[src/rtl/simple_bus_pkg.sv]
// Shared types and constants for the simple_bus master/slave arbiter.
package simple_bus_pkg;

  typedef enum logic [1:0] {
    IDLE     = 2'd0,
    GRANT    = 2'd1,
    WAIT_RDY = 2'd2
  } state_e;

  localparam logic [1:0] MODE_RD = 2'b00;
  localparam logic [1:0] MODE_WR = 2'b01;

  localparam int DEF_NUM_MASTERS = 4;
  localparam int DEF_ADDR_W      = 8;
  localparam int DEF_DATA_W      = 8;
  localparam int DEF_MODE_W      = 2;
  localparam int DEF_TIMEOUT     = 16;

  // Index of the master after idx, wrapping from n-1 back to 0.
  function automatic int unsigned wrap_inc(input int unsigned idx, input int unsigned n);
    return (idx + 1 >= n) ? 0 : idx + 1;
  endfunction

endpackage

[src/rtl/rr_arbiter.sv]
// Combinational round-robin picker: first requester at or after ptr_i wins.
module rr_arbiter #(
  parameter int N     = 4,
  parameter int IDX_W = (N > 1) ? $clog2(N) : 1
) (
  input  logic [N-1:0]     req_i,
  input  logic [IDX_W-1:0] ptr_i,
  output logic [N-1:0]     gnt_o,
  output logic [IDX_W-1:0] idx_o
);

  logic found;
  int   cand;

  always_comb begin
    gnt_o = '0;
    idx_o = '0;
    found = 1'b0;
    cand  = 0;
    for (int k = 0; k < N; k++) begin
      cand = int'(ptr_i) + k;
      if (cand >= N) cand = cand - N;
      if (!found && req_i[cand]) begin
        found       = 1'b1;
        gnt_o[cand] = 1'b1;
        idx_o       = IDX_W'(cand);
      end
    end
  end

endmodule

[src/rtl/simple_bus_arbiter.sv]
// N-master / 1-slave simple_bus controller: round-robin grant, registered
// request forwarding and a response timeout that reports m_err to the owner.
module simple_bus_arbiter
  import simple_bus_pkg::*;
#(
  parameter int NUM_MASTERS = DEF_NUM_MASTERS,
  parameter int ADDR_W      = DEF_ADDR_W,
  parameter int DATA_W      = DEF_DATA_W,
  parameter int MODE_W      = DEF_MODE_W,
  parameter int TIMEOUT     = DEF_TIMEOUT
) (
  input  logic                          clk,
  input  logic                          rst,
  input  logic [NUM_MASTERS-1:0]        m_req,
  input  logic [NUM_MASTERS-1:0]        m_start,
  input  logic [NUM_MASTERS*ADDR_W-1:0] m_addr,
  input  logic [NUM_MASTERS*MODE_W-1:0] m_mode,
  input  logic [NUM_MASTERS*DATA_W-1:0] m_wdata,
  output logic [NUM_MASTERS-1:0]        m_gnt,
  output logic [NUM_MASTERS-1:0]        m_rdy,
  output logic [NUM_MASTERS-1:0]        m_err,
  output logic [DATA_W-1:0]             m_rdata,
  output logic                          s_start,
  output logic [ADDR_W-1:0]             s_addr,
  output logic [MODE_W-1:0]             s_mode,
  output logic [DATA_W-1:0]             s_wdata,
  input  logic                          s_rdy,
  input  logic [DATA_W-1:0]             s_rdata,
  output logic                          busy
);

  localparam int IDX_W = (NUM_MASTERS > 1) ? $clog2(NUM_MASTERS) : 1;
  localparam int CNT_W = (TIMEOUT > 1) ? $clog2(TIMEOUT) : 1;
  localparam logic [CNT_W-1:0] CNT_LAST = CNT_W'((TIMEOUT > 0) ? TIMEOUT - 1 : 0);

  state_e                 state_q, state_d;
  logic [IDX_W-1:0]       owner_q, owner_d;
  logic [IDX_W-1:0]       ptr_q, ptr_d;
  logic [NUM_MASTERS-1:0] gnt_q, gnt_d;
  logic [NUM_MASTERS-1:0] rdy_q, rdy_d;
  logic [NUM_MASTERS-1:0] err_q, err_d;
  logic [DATA_W-1:0]      rdata_q, rdata_d;
  logic                   s_start_q, s_start_d;
  logic [ADDR_W-1:0]      s_addr_q, s_addr_d;
  logic [MODE_W-1:0]      s_mode_q, s_mode_d;
  logic [DATA_W-1:0]      s_wdata_q, s_wdata_d;
  logic [CNT_W-1:0]       cnt_q, cnt_d;

  logic [NUM_MASTERS-1:0] win_gnt;
  logic [IDX_W-1:0]       win_idx;
  logic [IDX_W-1:0]       next_ptr;
  logic                   timeout_hit;

  logic [ADDR_W-1:0] addr_lane  [NUM_MASTERS];
  logic [MODE_W-1:0] mode_lane  [NUM_MASTERS];
  logic [DATA_W-1:0] wdata_lane [NUM_MASTERS];

  genvar gi;
  generate
    for (gi = 0; gi < NUM_MASTERS; gi++) begin : g_lane
      assign addr_lane[gi]  = m_addr[gi*ADDR_W +: ADDR_W];
      assign mode_lane[gi]  = m_mode[gi*MODE_W +: MODE_W];
      assign wdata_lane[gi] = m_wdata[gi*DATA_W +: DATA_W];
    end
  endgenerate

  rr_arbiter #(
    .N     (NUM_MASTERS),
    .IDX_W (IDX_W)
  ) u_rr (
    .req_i (m_req),
    .ptr_i (ptr_q),
    .gnt_o (win_gnt),
    .idx_o (win_idx)
  );

  assign next_ptr    = IDX_W'(wrap_inc(int'(owner_q), NUM_MASTERS));
  assign timeout_hit = (TIMEOUT != 0) && (cnt_q == CNT_LAST);

  always_comb begin
    state_d   = state_q;
    owner_d   = owner_q;
    ptr_d     = ptr_q;
    gnt_d     = gnt_q;
    rdy_d     = '0;
    err_d     = '0;
    rdata_d   = rdata_q;
    s_start_d = 1'b0;
    s_addr_d  = s_addr_q;
    s_mode_d  = s_mode_q;
    s_wdata_d = s_wdata_q;
    cnt_d     = cnt_q;
    case (state_q)
      IDLE: begin
        if (|m_req) begin
          gnt_d   = win_gnt;
          owner_d = win_idx;
          state_d = GRANT;
        end
      end
      GRANT: begin
        if (m_start[owner_q]) begin
          s_addr_d  = addr_lane[owner_q];
          s_mode_d  = mode_lane[owner_q];
          s_wdata_d = wdata_lane[owner_q];
          s_start_d = 1'b1;
          cnt_d     = '0;
          state_d   = WAIT_RDY;
        end else if (!m_req[owner_q]) begin
          gnt_d   = '0;
          ptr_d   = next_ptr;
          state_d = IDLE;
        end
      end
      WAIT_RDY: begin
        cnt_d = cnt_q + 1'b1;
        // s_rdy takes priority over a timeout expiring in the same cycle.
        if (s_rdy) begin
          rdata_d = s_rdata;
          rdy_d   = gnt_q;
          gnt_d   = '0;
          ptr_d   = next_ptr;
          state_d = IDLE;
        end else if (timeout_hit) begin
          err_d   = gnt_q;
          gnt_d   = '0;
          ptr_d   = next_ptr;
          state_d = IDLE;
        end
      end
      default: begin
        gnt_d   = '0;
        state_d = IDLE;
      end
    endcase
  end

  always_ff @(posedge clk or posedge rst) begin
    if (rst) begin
      state_q   <= IDLE;
      owner_q   <= '0;
      ptr_q     <= '0;
      gnt_q     <= '0;
      rdy_q     <= '0;
      err_q     <= '0;
      rdata_q   <= '0;
      s_start_q <= 1'b0;
      s_addr_q  <= '0;
      s_mode_q  <= '0;
      s_wdata_q <= '0;
      cnt_q     <= '0;
    end else begin
      state_q   <= state_d;
      owner_q   <= owner_d;
      ptr_q     <= ptr_d;
      gnt_q     <= gnt_d;
      rdy_q     <= rdy_d;
      err_q     <= err_d;
      rdata_q   <= rdata_d;
      s_start_q <= s_start_d;
      s_addr_q  <= s_addr_d;
      s_mode_q  <= s_mode_d;
      s_wdata_q <= s_wdata_d;
      cnt_q     <= cnt_d;
    end
  end

  assign m_gnt   = gnt_q;
  assign m_rdy   = rdy_q;
  assign m_err   = err_q;
  assign m_rdata = rdata_q;
  assign s_start = s_start_q;
  assign s_addr  = s_addr_q;
  assign s_mode  = s_mode_q;
  assign s_wdata = s_wdata_q;
  assign busy    = (state_q != IDLE);

endmodule
[config.mk]
export PLATFORM = sky130hd
export DESIGN_NAME = simple_bus_arbiter
export DESIGN_NICKNAME = d
export VERILOG_FILES = /design/src/rtl/simple_bus_pkg.sv /design/src/rtl/rr_arbiter.sv /design/src/rtl/simple_bus_arbiter.sv
export SDC_FILE = /design/constraint.sdc
export NUM_CORES = 1
export LEC_CHECK = 0
export ABC_AREA = 0
export CAP_MARGIN = 20
export CORE_AREA = 5 5 85 87
export CTS_CLUSTER_SIZE = 20
export DETAILED_ROUTE_END_ITERATION = 10
export DIE_AREA = 0 0 90 92
export GPL_ROUTABILITY_DRIVEN = 0
export GPL_TIMING_DRIVEN = 0
export PLACE_DENSITY = 0.85
export SYNTH_ARGS = -nofsm -noshare
export SYNTH_HDL_FRONTEND = slang
export SYNTH_SLANG_ARGS = --single-unit
[constraint.sdc]
create_clock -name clk -period 7.3 [get_ports clk]
set_clock_uncertainty 0.2 [all_clocks]
set_input_delay 0.73 -clock clk [delete_from_list [all_inputs] [get_ports clk]]
set_output_delay 0.73 -clock clk [all_outputs]
set_load 0.02 [all_outputs]
# Word level (Yosys, flattened, before mapping)
# Index checks and enable logic that the tools add are counted.
# Widths: inputs -> output; s select.
dict set report word_totals {
  regBits 49
  inputBits 91
  output_inout_bits 40
  wordCells 145
}
dict set report classes {
  n_addsub 9
  order_cmp 15
  n_eq_ne 9
  muxes 75
  bitwise_logic 4
  reduce_logical 21
}
# cell count
set op_table {}
lappend op_table {{$ge 32x1->1 const B} 4}
lappend op_table {{$lt 32x4->1 const B} 4}
lappend op_table {{$mux 32} 4}
lappend op_table {{$ge 32x4->1 const B} 3}
lappend op_table {{$sub 32x4->32 const B} 3}
lappend op_table {{$mux 4} 15}
lappend op_table {{$bmux 8 s2} 2}
lappend op_table {{$mux 2} 16}
lappend op_table {{$mux 8} 4}
lappend op_table {{$mux 1} 19}
lappend op_table {{$bmux 1 s2} 6}
lappend op_table {{$or 4x4->4} 3}
lappend op_table {{$pmux 4 s3} 1}
lappend op_table {{$demux 1 s2} 4}
lappend op_table {{$ne 2x2->1 const B} 4}
lappend op_table {{$pmux 4 s2} 1}
lappend op_table {{$reduce_and 2->1} 4}
lappend op_table {{$reduce_and 4->1} 2}
lappend op_table {{$logic_and 1x1->1} 7}
lappend op_table {{$add 2x1->3 const B} 2}
lappend op_table {{$add 2x2->3 const B} 2}
lappend op_table {{$ge 3x3->1 const B} 2}
lappend op_table {{$ne 3x3->1 const B} 2}
lappend op_table {{$pmux 2 s3} 1}
lappend op_table {{other kinds (15)} 18}

# Logic depth before layout (Yosys ltp)
# Gate-level depths: netlist (run 1).
dict set report depth {
  depth_word 17
  ltp_mapped 8
  depth_no_buf 7
}

# By module
# A second synthesis (run 1) with hierarchy kept.
dict set report unflattened {
  cells_unflattened 205
  hier_area_um2 2836.5
}
# mod instances cells_per_inst area_per_inst_um2 seq_area_each_um2
set modules_own_cells {}
lappend modules_own_cells {simple_bus_arbiter 1 156 2379.8 1226.2}
lappend modules_own_cells {rr_arbiter 1 49 456.7 0.0}

# Least setup slack after synthesis (run 1)
# OpenSTA, ideal clock, no wires.
dict set report synth_timing {
  kind {flip-flop to flip-flop}
  start {register ptr_q[1]}
  end {register owner_q[1]}
  setup_ns 0.125
  t_arrival_ns 2.303
  slack_ns 4.673
  path_stages_with_launch 9
  n_path_buf 1
  synth_period_minus_slack_ns 2.627
  cell_sequence {dfrtp_1 clkbuf_1 inv_1 ha_1 mux4_2 o21a_1 o22ai_1 o21ai_1 mux2_2}
}
dict set report synth_between {
  elab_chain_cells 15
}
# element line_no
set synth_rtl {}
lappend synth_rtl {{from (decl)} simple_bus_arbiter.sv:38} ;# logic [IDX_W-1:0] ptr_q, ptr_d;
lappend synth_rtl {{from (signal assigned)} simple_bus_arbiter.sv:155} ;# ptr_q <= ptr_d;
lappend synth_rtl {{branches (longest 14 deep; another with $sub 32x4->32)} --}
lappend synth_rtl {{$mux 2 (*)} rr_arbiter.sv:23} ;# if (!found && req_i[cand]) begin
lappend synth_rtl {{to (signal assigned)} simple_bus_arbiter.sv:154} ;# owner_q <= owner_d;
lappend synth_rtl {{to (decl)} simple_bus_arbiter.sv:37} ;# logic [IDX_W-1:0] owner_q, owner_d;
# Every way passes the cells marked *. The select of a mux whose other input is x is not followed.
# A chain may end at the register's enable or synchronous reset.

# Worst setup path after layout (run 1)
# Same ends and word-level chain as after synthesis.

==> results of run 1 <==
-- cell usage after synthesis, drive strengths merged, types with 3 or more instances --
cell type   n  area, um^2
dfrtp      49        1230
mux2       31         349
mux4       24         544
buf         9        62.6
nand2       9        33.8
nor2b       8        57.6
a21oi       7        35.0
nor2        7        28.8
ha          6        75.1
inv         6        22.5
nor3        6        30.0
a221oi      5        43.8
a221o       4        40.0
and2        4        25.0
and3        4        25.0
o21ai       4        20.0
clkbuf      3        11.3
nand3       3        15.0
-- cell families after synthesis --
group / count (synthesis) / share of synthesized area [%]
mux: 57 / 32.9
simple gates: 46 / 8.93
fa+ha+maj: 6 / 2.71
flops: 49 / 44.2
buf+inv: 18 / 3.47
compound gates: 29 / 7.80
-- report_power, final --
part	leakage [nW]	total, mW	internal, mW	switching [mW]
registers	0.611	0.454	0.383	0.0715
clock network	0.0512	0.165	0.0769	0.0882
logic	1.11	0.993	0.538	0.455
total	1.77	1.61	0.997	0.615
-- sequential cells by signal, indices dropped and copies added (netlist names) --
name / cells
s_addr: 8
owner_q: 2
m_err: 4
m_rdata: 8
state_q: 2
s_mode: 2
cnt_q: 4
s_wdata: 8
s_start: 1
ptr_q: 2
m_rdy: 4
m_gnt: 4
-- worst register-to-register path, stage by stage (launching register included) --
cell and delay, ns:
dfrtp_1 0.38, clkbuf_1 0.33, inv_1 0.12, ha_1 0.40, mux4_2 0.64, o21a_1 0.22, o22ai_1 0.18, o21ai_1 0.09
mux2_2 0.26
-- path summary, 6_finish.rpt --
kind / depth (start not counted) / to / slack [ns]
worst max-delay path: 8 / owner_q[1]$_DFFE_PP0P_ / 4.38
worst min-delay path: 1 / m_rdata[1]$_DFFE_PP0P_ / 0.31
worst max register to register: 8 / owner_q[1]$_DFFE_PP0P_ / 4.38
worst min register to register: 1 / m_rdata[1]$_DFFE_PP0P_ / 0.31
max in group asynchronous: 3 / s_wdata[1]$_DFFE_PP0P_ / 5.88
min in group asynchronous: 2 / m_rdy[2]$_DFF_PP0_ / 0.52
-- layout make-up --
type                    instances  share of cell area [%]
plain buffers                  12                    1.72
clock buffers                   6                    1.93
clock inverters                 2                   0.321
inverters                       6                   0.525
multi-input cells             138                    33.9
flip-flops and latches         49                    28.6
well taps                      77                    2.25
repair buffers                131                    30.8
-- through the flow --
stage	total power, mW	utilization [%]	cell area [um^2]	hold WS, ns
global placement	1.42	66.5	4170	0.285
detailed placement	1.46	66.8	4190	0.293
floorplan	1.10	-	2780	0.274
CTS	1.63	68.3	4290	0.314
finish	1.61	68.3	4290	0.309
global route	1.72	68.3	4290	0.330
-- metal layers --
metal	vias to the layer above	wire, um
met3	15	675
met4	0	142
met2	111	3960
met1	1123	2530
met5	-	0
li1	1063	-
==> results.ini, run 1 <==
[grt]
grt-busiest-layer=met2
globalRouteTotalUtil_pct=17.5
antenna_violations_before_repair=0
largest_net_degree_at_the_start_of_global_routing=33
vias_in_the_first_global_route=2563
global_route.usage.met1_pct=17.1
grtUsageMet2_pct=34.5
first_pass_grt_wire_length_um=11900
globalRoute.totalOverflow=0
grt_util_met3_pct=6.14

[synth]
synthFlopType=dfrtp_1
synth_seq_area_share_pct=44.2
synth_edf_count=0
postSynthCellCount=205
average_cell_area_after_synthesis_um2=13.5
number_of_library_cell_types_mapped_by_synthesis=38
mappedNetlistArea_um2=2780
synth-seq-cells=49
yosysWarnings=0
synth-async-reset-ratio_pct=100
synth_nets=302

[timing]
timing.final.crit_period_ns=2.92
max-slew-margin-rel_pct=63.8
post-route-worst-setup-slack_ns=4.38
setup_violations=0
rsz0062_at_grt=no
finalSetupTns_ns=0
max_slew.worst_pin.slew_ns=0.539
max_freq_mhz=343
hold_violations=0
post-route-period-util_pct=39.9
report.final.slew_viol_count=0

[routing]
drt_pre_antenna_iters=6
route.antenna.remaining_nets=0
dr_total_vias=2312
first_iter_violations=61
finalWirelength_um=7300
wl_per_cell_um=17.3
drcViolationCount=0
vias_per_cell=5.49

[setup_path]
critPathMaxFanout=9
setup.worst_path.end_class=flip-flop
path_cells=clkbuf_1 > inv_1 > ha_1 > mux4_2 > o21a_1 > o22ai_1 > o21ai_1 > mux2_2
reg2reg_from=ptr_q[1]$_DFFE_PP0P_
timing.setup.critical_path_class=reg -> reg
timing.critical_path.from_type=flip-flop
critPathRequiredTime_ns=7.29
timing.critical_path.slowest_cell_delay_ns=0.64
crit_family=multiplexers
startpoint=ptr_q[1]$_DFFE_PP0P_
cp.arrival_ns=2.90
worst_path_max_delay_cell=mux4_2
worst-path-buf-inv=2

[die]
die_height_um=92
die_area_um2=8280
std_cell_rows=29
die_x_um=90
core_area_um2=6280
io_pins=131
initial_core_util_pct=44.2

[place]
place_inst=413
detailedPlacementHpwl_um=6110
post-place-ws_ns=4.33
port-buffer-count=130

[finish]
seqCellArea_um2=1230
fin_cells=421
layout_common_cells=clkdlybuf4s50_1, dfrtp_1, mux2_2
antenna_cell_count=0
layout_commonest_cell=clkdlybuf4s50_1
area_of_combinational_cells_with_multiple_inputs_um2=1450
layout_overhead_on_the_synthesized_area_pct=54.6
layout.nets=440
share_of_layout_cells_above_drive_strength_1_pct=21.8
nFillCells=470

[hold_path]
hp-start=m_rdata[1]$_DFFE_PP0P_
worst_hold_path_type=reg -> reg

[clock_tree]
worstSkewPairLatency_ns=0.29
path_clk_slew_ns=0.09
cts_resized=0
ctsRootBufferMaster=clkbuf_8
tritoncts=yes
cts_h_tree_depth=2
postCtsSetupRepairBufs=0
numCtsBuffers=5
cts-hold-fix-buffers=0
clock_sink_count=49
clk_path_buf_depth=2

[power]
power.leakage_nw=1.77
vdd_ir_max_mv=0.182
powerDensity_nw_per_um2=376

[job]
cap_viol_max_count=0

[status]
status=completed

Power figures use the tool's default switching activity.
==> run 2: changes to the inputs <==
CORE_AREA = 5 5 93 95   (was 5 5 85 87)
DIE_AREA = 0 0 98 100   (was 0 0 90 92)
PLACE_DENSITY = 0.75   (was 0.85)
clock period = 2.56 ns   (was 7.3 ns; I/O delays follow)
==> run 2 against run 1 <==
Net effect: first-iteration DRC count rose by 8.2%; clock power rose to 3.5 times the previous value; sequential power rose to 2.8 times the previous value; routed wire length barely moved.
==> results.ini, run 2 (synthesized netlist as in run 1, its figures left out) <==
[routing]
drt_pre_antenna_iters=4  ; -2
drcViolationCount=0  ; unchanged
wl_per_cell_um=16.1  ; -7.0%
finalWirelength_um=7310  ; about the same
vias_per_cell=5.09  ; -7.4%
route.antenna.remaining_nets=0  ; unchanged
first_iter_violations=66  ; +8.2%
dr_total_vias=2304  ; -0.35%

[setup_path]
worst_path_max_delay_cell=mux4_2
cp-endpoint=owner_q[1]$_DFFE_PP0P_
timing.setup.critical_path_class=reg -> reg
cp.depth=8  ; unchanged
crit_family=multiplexers
critPathMaxFanout=8  ; -1
cp.arrival_ns=2.51  ; -0.39 ns
reg2reg_depth=8  ; unchanged
startpoint=ptr_q[1]$_DFFE_PP0P_
setup.worst_path.end_class=flip-flop
timing.critical_path.slowest_cell_delay_ns=0.60  ; -0.04 ns
critPathRequiredTime_ns=2.56  ; -4.73 ns
worst-path-buf-inv=2  ; unchanged
timing.critical_path.from_type=flip-flop
reg2reg_setup_slack_ns=0.05  ; -4.34 ns
reg2reg_from=ptr_q[1]$_DFFE_PP0P_
path_cells=buf_8 > inv_1 > ha_4 > mux4_2 > o21a_1 > o22ai_2 > o21ai_1 > mux2_2
r2r_end=owner_q[1]$_DFFE_PP0P_

[clock_tree]
path_clk_slew_ns=0.09  ; about the same
clock_sink_count=49  ; unchanged
clk_path_buf_depth=2  ; unchanged
cts_h_tree_depth=2  ; unchanged
numCtsBuffers=5  ; unchanged
tritoncts=yes
ctsRootBufferMaster=clkbuf_8
cts-hold-fix-buffers=0  ; unchanged
worstSkewPairLatency_ns=0.31  ; +0.02 ns

[timing]
setup_violations=0  ; unchanged
worst_hold_slack_ns=0.0365  ; -0.273 ns
hold_violations=0  ; unchanged
report.final.slew_viol_count=0  ; unchanged
max_freq_mhz=398  ; +16%
timing.final.crit_period_ns=2.51  ; -0.402 ns
max-slew-margin-rel_pct=59.9  ; -3.8 points
post-route-period-util_pct=98.2  ; +58 points
max_slew.worst_pin.slew_ns=0.596  ; +0.0573 ns
post-route-worst-setup-slack_ns=0.0464  ; -4.34 ns

[finish]
antenna_cell_count=0  ; unchanged
layout_overhead_on_the_synthesized_area_pct=59.6
layout.nets=447  ; +1.6%
layout_commonest_cell=clkdlybuf4s50_1
share_of_layout_cells_above_drive_strength_1_pct=24.5  ; +2.7 points
layout_common_cells=clkdlybuf4s50_1, dfrtp_1, mux2_2

[place]
port-buffer-count=130  ; unchanged
detailedPlacementHpwl_um=5800  ; -5.1%
post-place-ws_ns=-0.207  ; -4.54 ns

[power]
powerDensity_nw_per_um2=1100  ; +190%
power.leakage_nw=1.82  ; +2.8%
vdd_ir_max_mv=0.566  ; +210%

[grt]
first_pass_grt_wire_length_um=11600  ; -3.1%
vias_in_the_first_global_route=2451  ; -4.4%
globalRouteTotalUtil_pct=14.6  ; -2.8 points
globalRoute.totalOverflow=0  ; unchanged
largest_net_degree_at_the_start_of_global_routing=32  ; -3.0%
antenna_violations_before_repair=0  ; unchanged

[hold_path]
worst_hold_path_type=in -> async

[die]
die_area_um2=9800  ; +18%
std_cell_rows=32  ; +10%
die_x_um=98  ; +8.9%
die_height_um=100  ; +8.7%
core_area_um2=7650  ; +22%
io_pins=131  ; unchanged
initial_core_util_pct=36.3  ; -7.9 points

[job]
cap_viol_max_count=0  ; unchanged

[status]
status=completed

## run 2: where the power goes
part           internal, mW  leakage, nW  switching [mW]
Sequential             1.09        0.610           0.199
Combinational          1.66         1.15            1.34
Clock                 0.318       0.0574           0.259
Total                  3.06         1.82            1.80
## run 2: worst min path at each step
stage | from | end | slack (ns)
2_1_floorplan | s_rdata[0] | m_rdata[0]$_DFFE_PP0P_ | 0.21
3_3_place_gp | m_rdata[6]$_DFFE_PP0P_ | m_rdata[6]$_DFFE_PP0P_ | 0.29
3_5_place_dp | m_rdata[6]$_DFFE_PP0P_ | m_rdata[6]$_DFFE_PP0P_ | 0.29
4_1_cts | rst | s_wdata[0]$_DFFE_PP0P_ | 0.04
5_1_grt | rst | m_rdata[5]$_DFFE_PP0P_ | 0.06
6_report | rst | s_wdata[0]$_DFFE_PP0P_ | 0.04
## run 2: through the flow
| step | power [mW] | std cells | TNS (ns) | cell area (um^2) | utilization [%] |
|---|---|---|---|---|---|
| after detailed placement | 4.15 | 438 | -0.838 | 4230 | 55.3 |
| after CTS | 4.85 | 450 | 0 | 4400 | 57.5 |
| after floorplan | 3.15 | 205 | 0 | 2780 | - |
| after global placement | 4.08 | 437 | -0.536 | 4210 | 55.0 |
| after global routing | 5.19 | 453 | -0.0732 | 4430 | 57.9 |
| final | 4.86 | 453 | 0 | 4430 | 57.9 |
## run 2: repair_timing
item,in CTS,in global routing
resized for setup,5,2
endpoints found under the setup margin,5,5
pin swaps,0,5
cloned,0,0
buffers inserted,4,3
## run 2: area by class of cell
type | instances | area, um^2
tap | 102 | 128
buffer | 12 | 85.1
sequential | 49 | 1230
inverter | 6 | 22.5
timing repair buffer | 138 | 1370
fill | 620 | 3220
clock inverter | 2 | 37.5
clock buffer | 6 | 82.6
multi-input combinational | 138 | 1470
## run 2: per-layer routing
| metal | vias up | GRT usage [%] | wire (um) |
|---|---|---|---|
| met1 | 1105 | 15.3 | 2650 |
| met2 | 103 | 27.1 | 3850 |
| met3 | 16 | 5.77 | 639 |
| met5 | - | 0 | 0 |
| met4 | 0 | 4.15 | 171 |
| li1 | 1080 | - | - |
## run 2: worst register-to-register path, stage by stage, from the launching register on
cell and delay, ns:
dfrtp_1 0.40, buf_8 0.11, inv_1 0.07, ha_4 0.30
mux4_2 0.60, o21a_1 0.24, o22ai_2 0.15, o21ai_1 0.08
mux2_2 0.27
